**src/rtl/axi_defs_pkg.sv**
```systemverilog
// rtl/axi_defs_pkg.sv - shared AXI constants and bridge state encoding
package axi_defs_pkg;

    typedef enum logic [2:0] {
        ST_IDLE,
        ST_RD_ADDR,
        ST_RD_DATA,
        ST_WR_REQ,
        ST_WR_RESP
    } bridge_state_t;

    localparam logic [1:0] AXI_BURST_INCR = 2'b01;

    localparam logic [3:0] AXI_ID_DATA_RD = 4'd0;
    localparam logic [3:0] AXI_ID_DATA_WR = 4'd1;

    localparam logic [3:0] AXI_CACHE_WB = 4'b1111;
    localparam logic [3:0] AXI_CACHE_UC = 4'b0000;

    function automatic logic [3:0] axi_cache(input logic cached);
        return cached ? AXI_CACHE_WB : AXI_CACHE_UC;
    endfunction

endpackage

```
**src/rtl/data_sram_axi_bridge_if.sv**
```systemverilog
// rtl/data_sram_axi_bridge_if.sv - AXI3 channel bundle between bridge and slave
interface data_sram_axi_bridge_if #(
    parameter int ADDR_W = 32,
    parameter int DATA_W = 32
);
    logic [3:0]        arid;
    logic [ADDR_W-1:0] araddr;
    logic [3:0]        arlen;
    logic [2:0]        arsize;
    logic [1:0]        arburst;
    logic [3:0]        arcache;
    logic              arvalid;
    logic              arready;

    logic [3:0]        rid;
    logic [DATA_W-1:0] rdata_axi;
    logic [1:0]        rresp;
    logic              rlast;
    logic              rvalid;
    logic              rready;

    logic [3:0]        awid;
    logic [ADDR_W-1:0] awaddr;
    logic [3:0]        awlen;
    logic [2:0]        awsize;
    logic [1:0]        awburst;
    logic [3:0]        awcache;
    logic              awvalid;
    logic              awready;

    logic [3:0]        wid;
    logic [DATA_W-1:0] wdata_axi;
    logic [3:0]        wstrb_axi;
    logic              wlast;
    logic              wvalid;
    logic              wready;

    logic [3:0]        bid;
    logic [1:0]        bresp;
    logic              bvalid;
    logic              bready;

    modport master (
        output arid, araddr, arlen, arsize, arburst, arcache, arvalid,
        input  arready,
        input  rid, rdata_axi, rresp, rlast, rvalid,
        output rready,
        output awid, awaddr, awlen, awsize, awburst, awcache, awvalid,
        input  awready,
        output wid, wdata_axi, wstrb_axi, wlast, wvalid,
        input  wready,
        input  bid, bresp, bvalid,
        output bready
    );

    modport slave (
        input  arid, araddr, arlen, arsize, arburst, arcache, arvalid,
        output arready,
        output rid, rdata_axi, rresp, rlast, rvalid,
        input  rready,
        input  awid, awaddr, awlen, awsize, awburst, awcache, awvalid,
        output awready,
        input  wid, wdata_axi, wstrb_axi, wlast, wvalid,
        output wready,
        output bid, bresp, bvalid,
        input  bready
    );

endinterface

```
**src/rtl/data_sram_axi_bridge.sv**
```systemverilog
// rtl/data_sram_axi_bridge.sv - memory-stage req/addr_ok/data_ok to single-beat AXI3
module data_sram_axi_bridge
    import axi_defs_pkg::*;
#(
    parameter int ADDR_W = 32,
    parameter int DATA_W = 32
) (
    input  logic              clk,
    input  logic              rst,
    input  logic              req,
    input  logic              wr,
    input  logic [1:0]        size,
    input  logic [ADDR_W-1:0] addr,
    input  logic [3:0]        wstrb,
    input  logic [DATA_W-1:0] wdata,
    input  logic              cached,
    input  logic              flush,
    output logic              addr_ok,
    output logic              data_ok,
    output logic [DATA_W-1:0] rdata,
    data_sram_axi_bridge_if.master axi
);

    bridge_state_t     state;
    logic              cancel;
    logic              aw_done;
    logic              w_done;

    logic [ADDR_W-1:0] addr_q;
    logic [1:0]        size_q;
    logic [3:0]        wstrb_q;
    logic [DATA_W-1:0] wdata_q;
    logic              cached_q;
    logic              wr_q;

    logic              arvalid_q;
    logic              rready_q;
    logic              awvalid_q;
    logic              wvalid_q;
    logic              bready_q;

    logic accept;
    logic ar_hs, r_hs, aw_hs, w_hs, b_hs;
    logic aw_fin, w_fin;
    logic unused_axi_inputs;

    assign accept  = (state == ST_IDLE) && req && !flush;
    assign addr_ok = accept;

    assign ar_hs  = arvalid_q && axi.arready;
    assign r_hs   = rready_q  && axi.rvalid;
    assign aw_hs  = awvalid_q && axi.awready;
    assign w_hs   = wvalid_q  && axi.wready;
    assign b_hs   = bready_q  && axi.bvalid;
    assign aw_fin = aw_done || aw_hs;
    assign w_fin  = w_done  || w_hs;

    // Responses carry no error reporting; ids/resp/last are deliberately dropped.
    assign unused_axi_inputs = ^{axi.rid, axi.rresp, axi.rlast, axi.bid, axi.bresp, wr_q};

    assign axi.arid      = AXI_ID_DATA_RD;
    assign axi.araddr    = addr_q;
    assign axi.arlen     = 4'd0;
    assign axi.arsize    = {1'b0, size_q};
    assign axi.arburst   = AXI_BURST_INCR;
    assign axi.arcache   = axi_cache(cached_q);
    assign axi.arvalid   = arvalid_q;
    assign axi.rready    = rready_q;

    assign axi.awid      = AXI_ID_DATA_WR;
    assign axi.awaddr    = addr_q;
    assign axi.awlen     = 4'd0;
    assign axi.awsize    = {1'b0, size_q};
    assign axi.awburst   = AXI_BURST_INCR;
    assign axi.awcache   = axi_cache(cached_q);
    assign axi.awvalid   = awvalid_q;

    assign axi.wid       = AXI_ID_DATA_WR;
    assign axi.wdata_axi = wdata_q;
    assign axi.wstrb_axi = wstrb_q;
    assign axi.wlast     = 1'b1;
    assign axi.wvalid    = wvalid_q;
    assign axi.bready    = bready_q;

    // Bridge FSM: request latch, AXI valid/ready generation, cancel tracking, data_ok pulse.
    always_ff @(posedge clk) begin
        if (!rst) begin
            state     <= ST_IDLE;
            cancel    <= 1'b0;
            aw_done   <= 1'b0;
            w_done    <= 1'b0;
            addr_q    <= '0;
            size_q    <= '0;
            wstrb_q   <= '0;
            wdata_q   <= '0;
            cached_q  <= 1'b0;
            wr_q      <= 1'b0;
            arvalid_q <= 1'b0;
            rready_q  <= 1'b0;
            awvalid_q <= 1'b0;
            wvalid_q  <= 1'b0;
            bready_q  <= 1'b0;
            data_ok   <= 1'b0;
            rdata     <= '0;
        end else begin
            data_ok <= 1'b0;
            // A flush mid-transaction only marks it; the AXI side must still finish.
            if (flush && state != ST_IDLE) begin
                cancel <= 1'b1;
            end
            case (state)
                ST_IDLE: begin
                    if (accept) begin
                        addr_q   <= addr;
                        size_q   <= size;
                        wstrb_q  <= wstrb;
                        wdata_q  <= wdata;
                        cached_q <= cached;
                        wr_q     <= wr;
                        if (wr) begin
                            awvalid_q <= 1'b1;
                            wvalid_q  <= 1'b1;
                            state     <= ST_WR_REQ;
                        end else begin
                            arvalid_q <= 1'b1;
                            state     <= ST_RD_ADDR;
                        end
                    end
                end
                ST_RD_ADDR: begin
                    if (ar_hs) begin
                        arvalid_q <= 1'b0;
                        rready_q  <= 1'b1;
                        state     <= ST_RD_DATA;
                    end
                end
                ST_RD_DATA: begin
                    if (r_hs) begin
                        rready_q <= 1'b0;
                        rdata    <= axi.rdata_axi;
                        data_ok  <= !(cancel || flush);
                        cancel   <= 1'b0;
                        state    <= ST_IDLE;
                    end
                end
                ST_WR_REQ: begin
                    if (aw_hs) begin
                        awvalid_q <= 1'b0;
                        aw_done   <= 1'b1;
                    end
                    if (w_hs) begin
                        wvalid_q <= 1'b0;
                        w_done   <= 1'b1;
                    end
                    if (aw_fin && w_fin) begin
                        aw_done  <= 1'b0;
                        w_done   <= 1'b0;
                        bready_q <= 1'b1;
                        state    <= ST_WR_RESP;
                    end
                end
                ST_WR_RESP: begin
                    if (b_hs) begin
                        bready_q <= 1'b0;
                        data_ok  <= !(cancel || flush);
                        cancel   <= 1'b0;
                        state    <= ST_IDLE;
                    end
                end
                default: state <= ST_IDLE;
            endcase
        end
    end

endmodule

```
**src/flat_wrapper.sv**
```systemverilog
// flat-port wrapper written by rule: the top's interface ports become plain ports
module data_sram_axi_bridge_flat import axi_defs_pkg::*;
#(
    parameter int ADDR_W = 32,
    parameter int DATA_W = 32
)
  (clk, rst, req, wr, size, addr, wstrb, wdata, cached, flush, addr_ok, data_ok, rdata, axi_arid, axi_araddr, axi_arlen, axi_arsize, axi_arburst, axi_arcache, axi_arvalid, axi_arready, axi_rid, axi_rdata_axi, axi_rresp, axi_rlast, axi_rvalid, axi_rready, axi_awid, axi_awaddr, axi_awlen, axi_awsize, axi_awburst, axi_awcache, axi_awvalid, axi_awready, axi_wid, axi_wdata_axi, axi_wstrb_axi, axi_wlast, axi_wvalid, axi_wready, axi_bid, axi_bresp, axi_bvalid, axi_bready);
  data_sram_axi_bridge_if #(.ADDR_W(ADDR_W), .DATA_W(DATA_W)) axi_i ();
  input  logic clk;
  input  logic rst;
  input  logic req;
  input  logic wr;
  input  logic [1:0] size;
  input  logic [ADDR_W-1:0] addr;
  input  logic [3:0] wstrb;
  input  logic [DATA_W-1:0] wdata;
  input  logic cached;
  input  logic flush;
  output logic addr_ok;
  output logic data_ok;
  output logic [DATA_W-1:0] rdata;
  output wire logic [$bits(axi_i.arid)-1:0] axi_arid;
  output wire logic [$bits(axi_i.araddr)-1:0] axi_araddr;
  output wire logic [$bits(axi_i.arlen)-1:0] axi_arlen;
  output wire logic [$bits(axi_i.arsize)-1:0] axi_arsize;
  output wire logic [$bits(axi_i.arburst)-1:0] axi_arburst;
  output wire logic [$bits(axi_i.arcache)-1:0] axi_arcache;
  output wire logic [$bits(axi_i.arvalid)-1:0] axi_arvalid;
  input wire logic [$bits(axi_i.arready)-1:0] axi_arready;
  input wire logic [$bits(axi_i.rid)-1:0] axi_rid;
  input wire logic [$bits(axi_i.rdata_axi)-1:0] axi_rdata_axi;
  input wire logic [$bits(axi_i.rresp)-1:0] axi_rresp;
  input wire logic [$bits(axi_i.rlast)-1:0] axi_rlast;
  input wire logic [$bits(axi_i.rvalid)-1:0] axi_rvalid;
  output wire logic [$bits(axi_i.rready)-1:0] axi_rready;
  output wire logic [$bits(axi_i.awid)-1:0] axi_awid;
  output wire logic [$bits(axi_i.awaddr)-1:0] axi_awaddr;
  output wire logic [$bits(axi_i.awlen)-1:0] axi_awlen;
  output wire logic [$bits(axi_i.awsize)-1:0] axi_awsize;
  output wire logic [$bits(axi_i.awburst)-1:0] axi_awburst;
  output wire logic [$bits(axi_i.awcache)-1:0] axi_awcache;
  output wire logic [$bits(axi_i.awvalid)-1:0] axi_awvalid;
  input wire logic [$bits(axi_i.awready)-1:0] axi_awready;
  output wire logic [$bits(axi_i.wid)-1:0] axi_wid;
  output wire logic [$bits(axi_i.wdata_axi)-1:0] axi_wdata_axi;
  output wire logic [$bits(axi_i.wstrb_axi)-1:0] axi_wstrb_axi;
  output wire logic [$bits(axi_i.wlast)-1:0] axi_wlast;
  output wire logic [$bits(axi_i.wvalid)-1:0] axi_wvalid;
  input wire logic [$bits(axi_i.wready)-1:0] axi_wready;
  input wire logic [$bits(axi_i.bid)-1:0] axi_bid;
  input wire logic [$bits(axi_i.bresp)-1:0] axi_bresp;
  input wire logic [$bits(axi_i.bvalid)-1:0] axi_bvalid;
  output wire logic [$bits(axi_i.bready)-1:0] axi_bready;
  assign axi_arid = axi_i.arid;
  assign axi_araddr = axi_i.araddr;
  assign axi_arlen = axi_i.arlen;
  assign axi_arsize = axi_i.arsize;
  assign axi_arburst = axi_i.arburst;
  assign axi_arcache = axi_i.arcache;
  assign axi_arvalid = axi_i.arvalid;
  assign axi_i.arready = axi_arready;
  assign axi_i.rid = axi_rid;
  assign axi_i.rdata_axi = axi_rdata_axi;
  assign axi_i.rresp = axi_rresp;
  assign axi_i.rlast = axi_rlast;
  assign axi_i.rvalid = axi_rvalid;
  assign axi_rready = axi_i.rready;
  assign axi_awid = axi_i.awid;
  assign axi_awaddr = axi_i.awaddr;
  assign axi_awlen = axi_i.awlen;
  assign axi_awsize = axi_i.awsize;
  assign axi_awburst = axi_i.awburst;
  assign axi_awcache = axi_i.awcache;
  assign axi_awvalid = axi_i.awvalid;
  assign axi_i.awready = axi_awready;
  assign axi_wid = axi_i.wid;
  assign axi_wdata_axi = axi_i.wdata_axi;
  assign axi_wstrb_axi = axi_i.wstrb_axi;
  assign axi_wlast = axi_i.wlast;
  assign axi_wvalid = axi_i.wvalid;
  assign axi_i.wready = axi_wready;
  assign axi_i.bid = axi_bid;
  assign axi_i.bresp = axi_bresp;
  assign axi_i.bvalid = axi_bvalid;
  assign axi_bready = axi_i.bready;
  data_sram_axi_bridge #(.ADDR_W(ADDR_W), .DATA_W(DATA_W)) u_core (.clk(clk), .rst(rst), .req(req), .wr(wr), .size(size), .addr(addr), .wstrb(wstrb), .wdata(wdata), .cached(cached), .flush(flush), .addr_ok(addr_ok), .data_ok(data_ok), .rdata(rdata), .axi(axi_i));
endmodule
```
**config.mk**
```make
export PLATFORM = sky130hd
export DESIGN_NAME = data_sram_axi_bridge_flat
export DESIGN_NICKNAME = d
export VERILOG_FILES = /design/src/rtl/axi_defs_pkg.sv /design/src/rtl/data_sram_axi_bridge_if.sv /design/src/rtl/data_sram_axi_bridge.sv /design/src/flat_wrapper.sv
export SDC_FILE = /design/constraint.sdc
export NUM_CORES = 1
export LEC_CHECK = 0
export ABC_CLOCK_PERIOD_IN_PS = 2800
export BUFFER_PORTS_ARGS = -buffer_cell sky130_fd_sc_hd__clkbuf_2
export CORE_AREA = 2 2 120 122
export CTS_CLUSTER_SIZE = 12
export DETAILED_ROUTE_END_ITERATION = 8
export DIE_AREA = 0 0 122 124
export HOLD_SLACK_MARGIN = 0.03
export PLACE_DENSITY_LB_ADDON = 0.05
export SYNTH_ARGS = -nofsm -noshare
export SYNTH_HDL_FRONTEND = slang
export SYNTH_SLANG_ARGS = --single-unit
```
**constraint.sdc**
```tcl
create_clock -name clk -period 2.8 [get_ports clk]
set_input_delay 0.14 -clock clk [delete_from_list [all_inputs] [get_ports clk]]
set_output_delay 0.14 -clock clk [all_outputs]
set_load 0.01 [all_outputs]
```
==> flow_summary_export.csv <==
group,metric,value,unit
power,p_leak,3.50,nW
outcome,outcome,"finished, final reports clean",
power,p_seq_frac,0.367,
sta,worst_slack,366,ps
synthesis,synth_top_family_by_area,"compound AO/OA/AOI/OAI gates",
synthesis,synth_mux_area_frac,0,
sta,slew_headroom,0.345,
placed_design,gp_congestion,0.726,
power,intPower,3.72,mW
clock_network,post_cts_buffers,0,
global_routing,grtUsageTotal,0.175,
critical_path,r2r_start,"u_core.state[1]",
synthesis,ys_seq_elements,115,
global_routing,grt_max_degree,116,
die,num_io_pins,304,
synthesis,synth_compound_area_frac,0.193,
power,p_switching,1.09,mW
critical_path,crit_end,"addr_ok",
finish,stdcell_area,7680,µm²
critical_path,criticalPathCategory,"register to primary output",
critical_path,ff2ff_path_depth,5,
global_routing,grt_pass1_wl,20700,µm
placed_design,dpl_cell_area,5950,µm²
global_routing,overflow,0,
sta,skew,6.39,ps
global_routing,grt_pass1_vias,4437,
sta,fin_setup_tns,0,ps
die,die_w,122,µm
synthesis,dominantRegCellSynth,"dfxtp_1",
global_routing,antenna_found_initial,0,
drt,drc,0,
sta,timing.hold.ws,45.0,ps
finish,drive_gt1_frac,0.353,
clock_network,cts_root_buf,"clkbuf_16",
drt,wl_per_cell,12.7,µm
clock_network,clock_tree.buffer_depth,2,
clock_network,ctsResizeCount,0,
power,swShare,0.227,
power,p_clk_frac,0.501,
die,start_util,0.370,
clock_network,cts_tree,"yes",
power,peakVddDrop,0.000316,V
critical_path,ff2ff_setup_slack,760,ps
die,die_h,124,µm
finish,final_cell_mix,"clkbuf_2, nand2_1, dfxtp_1",
synthesis,synth_fa_ha_area_frac,0,
synthesis,synth_seq_area_share,0.454,
flow_run,max_cap_viol_count,0,
die,die-area,15100,µm²
drt,ant_nets,0,
synthesis,synth_xor_xnor_area_share,0,
die,core_area,13700,µm²
critical_path,r2r_end,"u_core.axi.wdata_axi[5]",
critical_path,worstPathArrival,2290,ps
sta,setup_viol,0,
synthesis,ys_warn_count,0,
synthesis,synth_cell_types,38,
synthesis,syn_inst,588,
sta,rsz0062_at_grt,"false",
synthesis,syn_avg_cell_area,8.63,µm²
placed_design,dp_hpwl,9000,µm
clock_network,htreeDepth,4,
critical_path,cp-end-kind,"primary output",
drt,drt_iter0_markers,174,
die,rows,43,
power,comb_power_share,0.132,
clock_network,cts.reportedPaths.clkPinSlew,50,ps
critical_path,crit_fanout,73,
finish,syn_to_final_growth,51.3,%
sta,finalHoldViolCount,0,
clock_network,cts.sinks,115,
finish,nets,1028,
synthesis,syn_area,5070,µm²
synthesis,yosys.area_share.simple,0.190,
sta,tightest_slew,982,ps
critical_path,cp-start-kind,"register",
hold_path,hold_path.class,"input pin to register",
critical_path,cp-startpoint,"u_core.state[1]",
drt,totalWireLength,13900,µm
synthesis,async_flop_share,0,
finish,antennaDiodeCount,0,
power,power_density,627,nW/µm²
drt,vias_per_cell,4.42,
finish,layout_commonest_cell,"clkbuf_2",
clock_network,cts_buffers,17,
drt,vias,4839,
clock_network,clk_latency,410,ps
sta,min_period,2430,ps
clock_network,cts-hold-fix-buffers,106,
sta,timing.final.crit_share,0.869,
drt,drtPass1Iterations,4,
synthesis,synth_edf_count,0,
critical_path,cp.required,2660,ps
sta,slew_violations,0,
sta,max_freq,411,MHz
placed_design,place_ws,782,ps
placed_design,port_buffers,263,
power by group through the flow:
stage	clock network [mW]	logic [mW]	registers, mW
after floorplan	0	0.387	1.82
after global routing	2.55	0.704	1.78
after detailed placement	0	0.520	1.80
after global placement	0	0.515	1.80
final	2.41	0.635	1.77
after CTS	2.47	0.641	1.77
worst min-delay path by stage:
stage                                to        start  slack [ps]  cells past startpoint
6_report              u_core.axi.rready  axi_arready          50                      3
3_3_place_gp      u_core.axi.araddr[31]     addr[31]         360                      3
5_1_grt                   u_core.w_done   axi_wready          50                      3
2_1_floorplan   u_core.axi.wdata_axi[0]     wdata[0]         270                      2
4_1_cts               u_core.axi.rready  axi_arready          30                      3
3_5_place_dp   u_core.axi.wdata_axi[19]    wdata[19]         370                      3
flip-flops by register name (all words and copies together), names as in the netlist:
register and count:
u_core.axi.bready 1, u_core.aw_done 1, u_core.cancel 1, u_core.axi.wvalid 1, u_core.data_ok 1, u_core.axi.wdata_axi 32, u_core.axi.rready 1, u_core.axi.awvalid 1
u_core.size_q 2, u_core.axi.arvalid 1, u_core.state 3, u_core.rdata 32, u_core.w_done 1, u_core.axi.wstrb_axi 4, u_core.cached_q 1, u_core.axi.araddr 32
layout make-up:
type | count | area, µm²
multi-input combinational | 392 | 2050
clock inverter | 9 | 173
timing repair buffer | 374 | 2410
fill | 1259 | 6040
inverter | 2 | 15.0
sequential | 115 | 2300
clock buffer | 23 | 498
tap | 180 | 225
Yosys cell counts, types with 2 or more instances:
cell        n  area (µm²)
nand2_1   209         785
dfxtp_1   115        2300
buf_4      70         526
a21boi_1   66         495
a21boi_0   32         240
clkbuf_1   15        56.3
a21boi_2    9         101
nand2_2     9        56.3
buf_6       8        90.1
buf_8       6        90.1
nor2_1      5        18.8
a21oi_1     4        20.0
buf_2       4        20.0
a31oi_1     3        18.8
nor2b_1     3        18.8
a211oi_1    2        15.0
conb_1      2        7.51
nand3_1     2        10.0
nor3_1      2        10.0
nor3b_1     2        15.0
o21a_1      2        15.0
o21ai_0     2        10.0
worst max-delay path: stages, from the launching register on:
cell and delay [ps]:
dfxtp_1 370, or3_1 410, or2_4 420, inv_8 410
clkbuf_2 220
cells by family after synthesis:
group           count (synthesis)
compound gates                127
buf+inv                       106
flops                         115
other cells                     2
simple gates                  238
per-stage QoR:
| step | utilization | instances | total power [mW] |
|---|---|---|---|
| after global routing | 0.560 | 1095 | 5.03 |
| after floorplan | - | 613 | 2.21 |
| final | 0.560 | 1095 | 4.82 |
| after global placement | 0.433 | 957 | 2.31 |
| after CTS | 0.560 | 1095 | 4.88 |
| after detailed placement | 0.433 | 957 | 2.32 |
per-layer routing:
metal	routed length, µm	vias to the layer above	share of wire	track usage
met5	0	-	0	0
met4	201	0	0.014	0.0783
met3	1130	17	0.081	0.0609
met2	6950	177	0.50	0.310
met1	5580	2210	0.40	0.188
li1	-	2435	-	-
(Power assumes the default switching activity.)
